==> src/rtl/serial_pattern_feeder_if.sv <==
// Word handshake into the serial pattern feeder.
// The master offers s_data with s_valid. The slave accepts with s_ready.
interface serial_pattern_feeder_if #(
  parameter int DATA_W = 8
) ();
  logic              s_valid;
  logic              s_ready;
  logic [DATA_W-1:0] s_data;

  modport master (output s_valid, output s_data, input  s_ready);
  modport slave  (input  s_valid, input  s_data, output s_ready);
endinterface

==> src/rtl/serial_pattern_feeder.sv <==
// Serialises parallel words onto bit_out, one bit per clock.
// A single holding register lets the next word follow with no idle gap.
module serial_pattern_feeder #(
  parameter int DATA_W    = 8,
  parameter bit MSB_FIRST = 1'b1,
  parameter bit IDLE_BIT  = 1'b0
) (
  input  logic                  clk,
  input  logic                  restn,
  serial_pattern_feeder_if.slave s_if,
  input  logic                  flush,
  output logic                  bit_out,
  output logic                  bit_valid,
  output logic                  word_done,
  output logic                  busy
);
  localparam int              CNT_W = $clog2(DATA_W);
  localparam logic [CNT_W-1:0] LAST = CNT_W'(DATA_W - 1);

  typedef enum logic {IDLE, SHIFT} state_t;

  state_t            r_state;
  logic [DATA_W-1:0] r_sh;
  logic [DATA_W-1:0] r_hold;
  logic              r_hold_full;
  logic [CNT_W-1:0]  r_cnt;
  logic              r_live;   // low until the first edge after reset release

  logic              w_xfer;
  logic              w_last;
  logic              w_head;
  logic [DATA_W-1:0] w_sh_next;

  // The hold register may only be written while it is empty, so s_ready drops once it fills.
  assign s_if.s_ready = r_live & ((r_state == IDLE) | ~r_hold_full);
  assign w_xfer       = s_if.s_valid & s_if.s_ready;
  assign w_last       = (r_cnt == LAST);

  // Select the bit order. The head bit is always the next bit to leave.
  generate
    if (MSB_FIRST) begin : g_msb
      assign w_head    = r_sh[DATA_W-1];
      assign w_sh_next = {r_sh[DATA_W-2:0], 1'b0};
    end else begin : g_lsb
      assign w_head    = r_sh[0];
      assign w_sh_next = {1'b0, r_sh[DATA_W-1:1]};
    end
  endgenerate

  assign bit_out   = (r_state == SHIFT) ? w_head : IDLE_BIT;
  assign bit_valid = (r_state == SHIFT);
  assign word_done = (r_state == SHIFT) & w_last;
  assign busy      = (r_state == SHIFT) | r_hold_full;

  // Control FSM, shifter and holding register. A flush overrides every other update.
  always_ff @(posedge clk or negedge restn) begin
    if (!restn) begin
      r_state     <= IDLE;
      r_sh        <= '0;
      r_hold      <= '0;
      r_hold_full <= 1'b0;
      r_cnt       <= '0;
      r_live      <= 1'b0;
    end else begin
      r_live <= 1'b1;
      if (flush) begin
        r_state     <= IDLE;
        r_hold_full <= 1'b0;
        r_cnt       <= '0;
      end else begin
        case (r_state)
          IDLE: begin
            if (w_xfer) begin
              r_sh    <= s_if.s_data;
              r_cnt   <= '0;
              r_state <= SHIFT;
            end
          end
          SHIFT: begin
            if (w_last) begin
              r_cnt <= '0;
              if (r_hold_full) begin
                r_sh        <= r_hold;
                r_hold_full <= 1'b0;
              end else if (w_xfer) begin
                r_sh <= s_if.s_data;   // bypass: the word goes straight into the shifter
              end else begin
                r_state <= IDLE;
              end
            end else begin
              r_sh  <= w_sh_next;
              r_cnt <= r_cnt + 1'b1;
              if (w_xfer) begin
                r_hold      <= s_if.s_data;
                r_hold_full <= 1'b1;
              end
            end
          end
          default: r_state <= IDLE;
        endcase
      end
    end
  end
endmodule

==> src/flat_wrapper.sv <==
// flat-port wrapper written by rule: the top's interface ports become plain ports
module serial_pattern_feeder_flat 
#(
  parameter int DATA_W    = 8,
  parameter bit MSB_FIRST = 1'b1,
  parameter bit IDLE_BIT  = 1'b0
)
  (clk, restn, flush, bit_out, bit_valid, word_done, busy, s_if_s_valid, s_if_s_data, s_if_s_ready);
  serial_pattern_feeder_if #(.DATA_W(DATA_W)) s_if_i ();
  input  logic clk;
  input  logic restn;
  input  logic flush;
  output logic bit_out;
  output logic bit_valid;
  output logic word_done;
  output logic busy;
  input wire logic [$bits(s_if_i.s_valid)-1:0] s_if_s_valid;
  input wire logic [$bits(s_if_i.s_data)-1:0] s_if_s_data;
  output wire logic [$bits(s_if_i.s_ready)-1:0] s_if_s_ready;
  assign s_if_i.s_valid = s_if_s_valid;
  assign s_if_i.s_data = s_if_s_data;
  assign s_if_s_ready = s_if_i.s_ready;
  serial_pattern_feeder #(.DATA_W(DATA_W), .MSB_FIRST(MSB_FIRST), .IDLE_BIT(IDLE_BIT)) u_core (.clk(clk), .restn(restn), .s_if(s_if_i), .flush(flush), .bit_out(bit_out), .bit_valid(bit_valid), .word_done(word_done), .busy(busy));
endmodule
==> config.mk <==
export PLATFORM = sky130hd
export DESIGN_NAME = serial_pattern_feeder_flat
export DESIGN_NICKNAME = d
export VERILOG_FILES = /design/src/rtl/serial_pattern_feeder_if.sv /design/src/rtl/serial_pattern_feeder.sv /design/src/flat_wrapper.sv
export SDC_FILE = /design/constraint.sdc
export NUM_CORES = 1
export LEC_CHECK = 0
export CAP_MARGIN = 5
export CORE_MARGIN = 2
export CORE_UTILIZATION = 30
export CTS_CLUSTER_DIAMETER = 40
export DETAILED_ROUTE_END_ITERATION = 8
export SLEW_MARGIN = 5
export SYNTH_ARGS = -nofsm -noshare
export SYNTH_HDL_FRONTEND = slang
export SYNTH_SLANG_ARGS = --single-unit
==> constraint.sdc <==
create_clock -name clk -period 1.85 [get_ports clk]
set_clock_uncertainty 0.05 [all_clocks]
set_input_delay 0.4625 -clock clk [delete_from_list [all_inputs] [get_ports clk]]
set_output_delay 0.4625 -clock clk [all_outputs]
set_load 0.01 [all_outputs]
# Word-level counts from Yosys, hierarchy flattened
# Cells that the tools add are included.
dict set report totals {
  input_bits 12
  ff_bits 22
  output_inout_bits 5
  ramBits 0
  n_memories 0
  mem_bits_ro 0
  latchBits 0
  word_cells 40
}
dict set report classes {
  reduce_logical 4
  n_addsub 1
  n_mul 0
  bitwise_logic 9
  n_mux 18
  eq_ne 2
  n_shift 0
  div 0
  magnitude_cmp 0
}
# op count
set op_table {}
lappend op_table {{2-to-1 mux 8 bit} 3}
lappend op_table {{one-hot mux 8 bit (2 select lines)} 1}
lappend op_table {{2-to-1 mux 1 bit} 9}
lappend op_table {{2-to-1 mux 3 bit} 3}
lappend op_table {{one-hot mux 3 bit (2 select lines)} 1}
lappend op_table {{inverter 1 bit} 4}
lappend op_table {{AND reduction 4 bit} 1}
lappend op_table {{adder 3 x 1 -> 3 bit, second input constant} 1}
lappend op_table {{bitwise AND 1 bit} 3}
lappend op_table {{equality test 3 bit, second input constant} 1}
lappend op_table {{inequality test 3 x 2 -> 1 bit, second input constant} 1}
lappend op_table {{nonzero test 3 bit} 1}
lappend op_table {{bitwise OR 1 bit} 2}
lappend op_table {{one-hot mux 1 bit (2 select lines)} 1}
lappend op_table {{AND reduction 2 bit} 1}
lappend op_table {{nonzero test 2 bit} 1}

# Depth between registers and ports, before layout
# Gate-level depths: netlist of the first run.
dict set report logic_depth {
  ltp_word 9
  depth_mapped 6
  depth_no_buf 6
}

# Worst setup path before layout of the first run
# OpenSTA, ideal clock, no wires.
dict set report synth_timing {
  kind {register -> register}
  startpoint {register u_core.r_cnt[0]}
  endpoint {register u_core.r_hold[0]}
  required_time_ns 1.675
  arrival_ns 1.679
  n_path_buf 0
  path_stages_with_launch 6
  period_less_slack_ns 1.854
  path_slack_ns -0.004
  path_cell_list {dfrtp_1 -> ha_1 -> ha_1 -> nand2b_4 -> nor4_4 -> mux2_2}
}
dict set report synth_via {
  elab_chain_len 3
}
# item line_no
set synth_rtl {}
lappend synth_rtl {{start, declared} serial_pattern_feeder.sv:26} ;# logic [CNT_W-1:0] r_cnt;
lappend synth_rtl {{start signal, assigned} serial_pattern_feeder.sv:92} ;# r_cnt <= r_cnt + 1'b1;
lappend synth_rtl {{equality test 3 bit} serial_pattern_feeder.sv:37} ;# assign w_last = (r_cnt == LAST);
lappend synth_rtl {{inverter 1 bit (no source line)} -}
lappend synth_rtl {{AND reduction 4 bit (no source line)} -}
lappend synth_rtl {{end signal, assigned} serial_pattern_feeder.sv:94} ;# r_hold <= s_if.s_data;
lappend synth_rtl {{end, declared} serial_pattern_feeder.sv:24} ;# logic [DATA_W-1:0] r_hold;
# No other way between the ends.
# A chain may end at the register's enable or synchronous reset.

# Worst setup path in the final report of the first run
dict set report layout_timing {
  startpoint {register u_core.r_cnt[1]}
  endpoint {output port word_done}
}
dict set report layout_via {
  elab_chain_len 2
}
# item line_no
set layout_rtl {}
lappend layout_rtl {{equality test 3 bit} serial_pattern_feeder.sv:37}
lappend layout_rtl {{bitwise AND 1 bit} serial_pattern_feeder.sv:52} ;# assign word_done = (r_state == SHIFT) & w_last;
lappend layout_rtl {{end, declared} flat_wrapper.sv:15} ;# output logic word_done;
# No other way between the ends.

==> flow_metrics.env, run 1 <==
export IMPL_status="complete, no violations"
export IMPL_fmax_ghz=0.560
export IMPL_min_period_ps=1790
export IMPL_grt_max_degree=23
export IMPL_fp_coreArea_sq_um=3660
export IMPL_hpwlAfterDp_um=1760
export IMPL_final_hold_violation_count=0
export IMPL_grt_pass1_wl_um=4300
export IMPL_cts_sinks=22
export IMPL_timing_rr_start="u_core.r_cnt[1]$_DFFE_PN0P_"
export IMPL_avgSynthCellArea_sq_um=11.1
export IMPL_finalNonFillerCells=185
export IMPL_grt_ovfl_total=0
export IMPL_wirelength_um=2460
export IMPL_rsz0062_at_grt="false"
export IMPL_holdWs_ps=461
export IMPL_die_area_sq_um=4310
export IMPL_synthMostInstantiatedCell="dfrtp_1"
export IMPL_async_reset_ff_frac=1.00
export IMPL_maxCapViolCount=0
export IMPL_htreeDepth=1
export IMPL_min_period_over_period=0.965
export IMPL_netlist_top_cells_area="dfrtp_1, mux2_2, mux2i_1"
export IMPL_drc=0
export IMPL_drive_gt1_frac=0.314
export IMPL_ys_seq_area_frac=0.482
export IMPL_crit_slowest_cell="dfrtp_1"
export IMPL_io_pins=17
export IMPL_ctsHoldBuffers=0
export IMPL_endpoint_kind="primary output"
export IMPL_synthToLayoutAreaGrowth_pct=37.0
export IMPL_hold_start="u_core.r_hold[2]$_DFFE_PN0P_"
export IMPL_io_buffers=16
export IMPL_crit_required_ps=1340
export IMPL_globalplace_congestion=0.782
export IMPL_insertedDiodeCount=0
export IMPL_grt_pass1_vias=911
export IMPL_dr_pass1_iters=4
export IMPL_p_leak_nw=0.668
export IMPL_cts_buffers=3
export IMPL_yosysUniqueCellTypes=30
export IMPL_synthCells=103
export IMPL_antenna_found_initial=0
export IMPL_tns_ps=0
export IMPL_vdd_drop_max_uv=408
export IMPL_yosys_area_top_type="dfrtp_1"
export IMPL_setup_viol=0
export IMPL_slew_violations=0
export IMPL_ys_flop_type="dfrtp_1"
export IMPL_synth_seq_cells=22
export IMPL_cp_top_family="flip-flops"
export IMPL_row_count=22
export IMPL_crit_fanout=3
export IMPL_fin_nets=152
export IMPL_drt_iter0_drc=33
export IMPL_synth_warning_count=0
export IMPL_yosysTopAreaCellShare=0.482
export IMPL_clk_path_buf_depth=2
export IMPL_initial_core_util=0.312
export IMPL_vias=901
export IMPL_via_per_inst=4.87
export IMPL_die_width_um=65.7
export IMPL_hp_class="reg2reg"
export IMPL_routedWlPerCell_um=13.3
export IMPL_root_buffer="clkbuf_8"
export IMPL_clk_pin_slew_ps=80
export IMPL_synthesis_nets=117
export IMPL_cts_tree="done"
export IMPL_worstSetupStartpointType="register"
export IMPL_synthesis_area_sq_um=1140
export IMPL_grt_usage=0.129
export IMPL_r2r_setup_slack_ps=70
export IMPL_placedCellCount=179
export IMPL_cp_buffers_inverters=1
export IMPL_path_class="reg2out"
export IMPL_worstPathCellList="ha_2, ha_4, and2_4, buf_6"
export IMPL_insertion_delay_ps=260
export IMPL_critPathArrivalTime_ps=1270
export IMPL_synthTopCellsByCount="dfrtp_1, o21ai_0, mux2_2"
export IMPL_synth_edf_count=0
export IMPL_die_h_um=65.7
export IMPL_ant_nets=0
export IMPL_power_density_nw_per_um2=774
export IMPL_max_stage_delay_ps=390
export IMPL_crit_path_start="u_core.r_cnt[1]$_DFFE_PN0P_"
-- path summary, 6_finish.rpt --
| path | end | depth (start not counted) |
|---|---|---|
| max in group asynchronous | u_core.bit_valid$_DFF_PN0_ | 2 |
| min in group asynchronous | u_core.r_cnt[0]$_DFFE_PN0P_ | 2 |
| max | word_done | 4 |
| max reg2reg | u_core.r_hold[5]$_DFFE_PN0P_ | 6 |
| min reg2reg | u_core.r_hold[2]$_DFFE_PN0P_ | 1 |
| min | u_core.r_hold[2]$_DFFE_PN0P_ | 1 |
-- report_power, final --
group	internal (mW)	switching, mW	leakage [nW]	total (mW)
combinational	0.146	0.0962	0.360	0.243
sequential	0.570	0.0544	0.279	0.624
clock	0.190	0.153	0.0288	0.343
total	0.906	0.304	0.668	1.21
-- routing by layer --
layer,vias up,GRT usage,routed length (um),share of wire
met5,-,0,0,0
met2,14,0.203,1160,0.47
met4,0,0.0443,13,0.0053
met1,439,0.173,1220,0.49
li1,446,-,-,-
met3,2,0.0308,71,0.029
-- flip-flops by register name, summed over array words and instances, names as in the netlist --
| register | cells |
|---|---|
| u_core.r_hold | 8 |
| u_core.r_hold_full | 1 |
| u_core.r_live | 1 |
| u_core.bit_valid | 1 |
| u_core.r_cnt | 3 |
| u_core.r_sh | 8 |
-- stage by stage --
stage	util	total power, mW	worst slack [ps]	cell area (sq um)
after floorplan	-	0.767	43.7	1140
after global placement	0.402	0.868	-121	1470
after detailed placement	0.402	0.877	-143	1470
after CTS	0.418	1.23	6.24	1530
after global routing	0.427	1.29	2.61	1560
final	0.427	1.21	63.9	1560
-- cell type report --
cell class                      instances  area (sq um)
Clock buffer                            4          55.1
Fill cell                             355          2100
Inverter                                4          15.0
Multi-Input combinational cell         72           564
Sequential cell                        22           552
Tap cell                               48          60.1
Timing Repair Buffer                   35           317
-- cell families (layout without fill, tap and decap cells) --
kind of cell             count (synthesis)  after routing  synth area share
multiplexers                            14             14             0.132
buffers and inverters                    9             43            0.0428
other                                    1              1           0.00329
AND/OR/NAND/NOR                         27             27             0.157
adder cells (fa/ha/maj)                  2              2            0.0219
flip-flops                              22             22             0.482
AO/OA/AOI/OAI                           28             28             0.161
-- placed cells by master (no fill, tap or decap), types with 3 or more instances in the layout --
master and count:
a221oi_1 6, o21ai_0 8, dfrtp_1 21, nand3b_1 3, a21oi_1 7, clkdlybuf4s50_1 12, nor2_1 4, nand2_1 3
nor3b_1 5, inv_1 4, mux2_2 8, clkbuf_8 4, buf_4 18, mux2i_1 6
-- worst register-to-register path: cells and delay by family (launching register included) --
kind | cells | cell delay [ps]
flops | 1 | 390
fa+ha+maj | 2 | 360
mux | 1 | 360
simple gates | 2 | 270
buf+inv | 1 | 220
-- timing repair --
action / 4_1_cts / 5_1_grt
endpoints found under the setup margin: 4 / 10
pin swaps: 0 / 1
gates resized for setup: 8 / 6
setup buffers: 1 / 1
cloned: 0 / 0
Note: power is estimated with default switching activity, not from simulation.
==> run 2, diff against run 1 <==
CTS_CLUSTER_DIAMETER = not set   (was 40)
==> results of run 2 <==
The final DEF is identical to that of run 1; final timing and power are the same.
==> run 3, diff against run 2 <==
CTS_CLUSTER_SIZE = 10   (was not set)
RECOVER_POWER = 25   (was not set)
==> flow_metrics.env, run 3 (synthesis results as in run 1) <==
export IMPL_intPower_uw=905
export IMPL_row_count=22
export IMPL_grt_pass1_vias=911
export IMPL_max_slew_margin=0.627
export IMPL_clk_path_buf_depth=2
export IMPL_path_class="reg2out"
export IMPL_worstPathCellList="ha_2, ha_4, and2_4, buf_6"
export IMPL_globalplace_congestion=0.782
export IMPL_wirelength_um=2460
export IMPL_htreeDepth=1
export IMPL_fp_coreArea_sq_um=3660
export IMPL_power_density_nw_per_um2=774
export IMPL_ctsHoldBuffers=0
export IMPL_multiInputGateArea_sq_um=564
export IMPL_crit_slowest_cell="dfrtp_1"
export IMPL_fmax_ghz=0.560
export IMPL_holdWs_ps=461
export IMPL_grt_ovfl_total=0
export IMPL_crit_required_ps=1340
export IMPL_routedWlPerCell_um=13.3
export IMPL_p_leak_nw=0.667
export IMPL_status="complete, no violations"
export IMPL_synthToLayoutAreaGrowth_pct=36.7
export IMPL_vias=899
export IMPL_grt_pass1_wl_um=4300
export IMPL_die_h_um=65.7
export IMPL_final_hold_violation_count=0
export IMPL_insertedDiodeCount=0
export IMPL_clkPwrFrac=0.284
export IMPL_io_buffers=16
export IMPL_hp_class="reg2reg"
export IMPL_cts_tree="done"
export IMPL_via_per_inst=4.86
export IMPL_seqPwrFrac=0.517
export IMPL_worst_pin_slew_ps=560
export IMPL_min_period_over_period=0.965
export IMPL_dr_pass1_iters=4
export IMPL_worstSetupStartpointType="register"
export IMPL_die_width_um=65.7
export IMPL_fin_nets=152
export IMPL_fill_cells=354
export IMPL_grt_max_degree=23
export IMPL_p_sw_uw=304
export IMPL_cts_sinks=22
export IMPL_grt_usage=0.129
export IMPL_crit_path_start="u_core.r_cnt[1]$_DFFE_PN0P_"
export IMPL_crit_fanout=3
export IMPL_maxCapViolCount=0
export IMPL_endpoint_kind="primary output"
export IMPL_final_util=0.426
export IMPL_mostFrequentLayoutCell="dfrtp_1"
export IMPL_ant_nets=0
export IMPL_hpwlAfterDp_um=1760
export IMPL_insertion_delay_ps=260
export IMPL_root_buffer="clkbuf_8"
export IMPL_max_stage_delay_ps=390
export IMPL_reg_top3="u_core.r_hold (8), u_core.r_sh (8), u_core.r_cnt (3)"
export IMPL_setup_viol=0
export IMPL_swShare=0.251
export IMPL_vdd_drop_max_uv=408
export IMPL_tns_ps=0
export IMPL_initial_core_util=0.312
export IMPL_critPathArrivalTime_ps=1270
export IMPL_power_frac_comb=0.200
export IMPL_slew_violations=0
export IMPL_seq_area_sq_um=552
export IMPL_min_delay_path_depth=1
export IMPL_min_period_ps=1790
export IMPL_rsz0062_at_grt="false"
export IMPL_final_cell_mix="dfrtp_1, buf_4, clkdlybuf4s50_1"
export IMPL_timing_rr_start="u_core.r_cnt[1]$_DFFE_PN0P_"
export IMPL_drive_gt1_frac=0.314
export IMPL_hold_start="u_core.r_hold[2]$_DFFE_PN0P_"
export IMPL_antenna_found_initial=0
export IMPL_drc=0
export IMPL_clk_pin_slew_ps=80
export IMPL_reg2reg_depth=6
export IMPL_cts_buffers=3
export IMPL_drt_iter0_drc=33
export IMPL_io_pins=17
export IMPL_die_area_sq_um=4310
[run 3: cell types whose count changed in the layout (fill, tap and decap cells not counted)]
cell / delta
clkdlybuf4s50_1: -1
clkbuf_2: +1
dlygate4sd3_1: +1
buf_4: -1
[run 3: critical path, delay by kind of cell (launching register included)]
kind | cells | cell delay, ps
fa+ha+maj | 2 | 360
buf+inv | 1 | 110
flops | 1 | 390
simple gates | 1 | 140
[run 3: area by class of cell]
cell class / instances / share of cell area
clock buffers: 4 / 0.0353
repair buffers: 35 / 0.201
multi-input cells: 72 / 0.362
flip-flops and latches: 22 / 0.354
well taps: 48 / 0.0385
inverters: 4 / 0.00962
[run 3: what timing repair did]
| action | 4_1_cts | 5_1_grt |
|---|---|---|
| buffers inserted | 1 | 1 |
| gates resized for setup | 8 | 6 |
| pin swaps | 0 | 1 |
| setup endpoints to repair | 4 | 10 |
[run 3: stage by stage]
stage / cells / power, mW / area (sq um) / worst slack [ps]
finish: 185 / 1.21 / 1560 / 63.9
global route: 185 / 1.29 / 1560 / 2.61
CTS: 184 / 1.23 / 1530 / 6.24
detailed placement: 179 / 0.877 / 1470 / -143
global placement: 179 / 0.868 / 1470 / -121
floorplan: 103 / 0.767 / 1140 / 43.7
[run 3: power groups by stage]
stage          sequential [mW]  combinational (mW)  clock (mW)
4_1_cts                  0.625               0.245       0.361
3_3_place_gp             0.631               0.238           0
6_report                 0.624               0.241       0.343
5_1_grt                  0.636               0.268       0.381
2_1_floorplan            0.617               0.149           0
3_5_place_dp             0.635               0.242           0
[run 3: layer usage]
metal / routed length (um) / up-vias / GRT usage
met1: 1220 / 437 / 0.173
met2: 1160 / 14 / 0.203
met4: 13 / 0 / 0.0443
li1: - / 446 / -
met5: 0 / - / 0
met3: 71 / 2 / 0.0308
[run 3: path summary, 6_finish.rpt]
path / endpoint / slack, ps
max in group asynchronous: u_core.bit_valid$_DFF_PN0_ / 680
min: u_core.r_hold[2]$_DFFE_PN0P_ / 460
max reg2reg: u_core.r_hold[5]$_DFFE_PN0P_ / 70
min in group asynchronous: u_core.r_cnt[0]$_DFFE_PN0P_ / 670
min reg2reg: u_core.r_hold[2]$_DFFE_PN0P_ / 460
max: word_done / 60
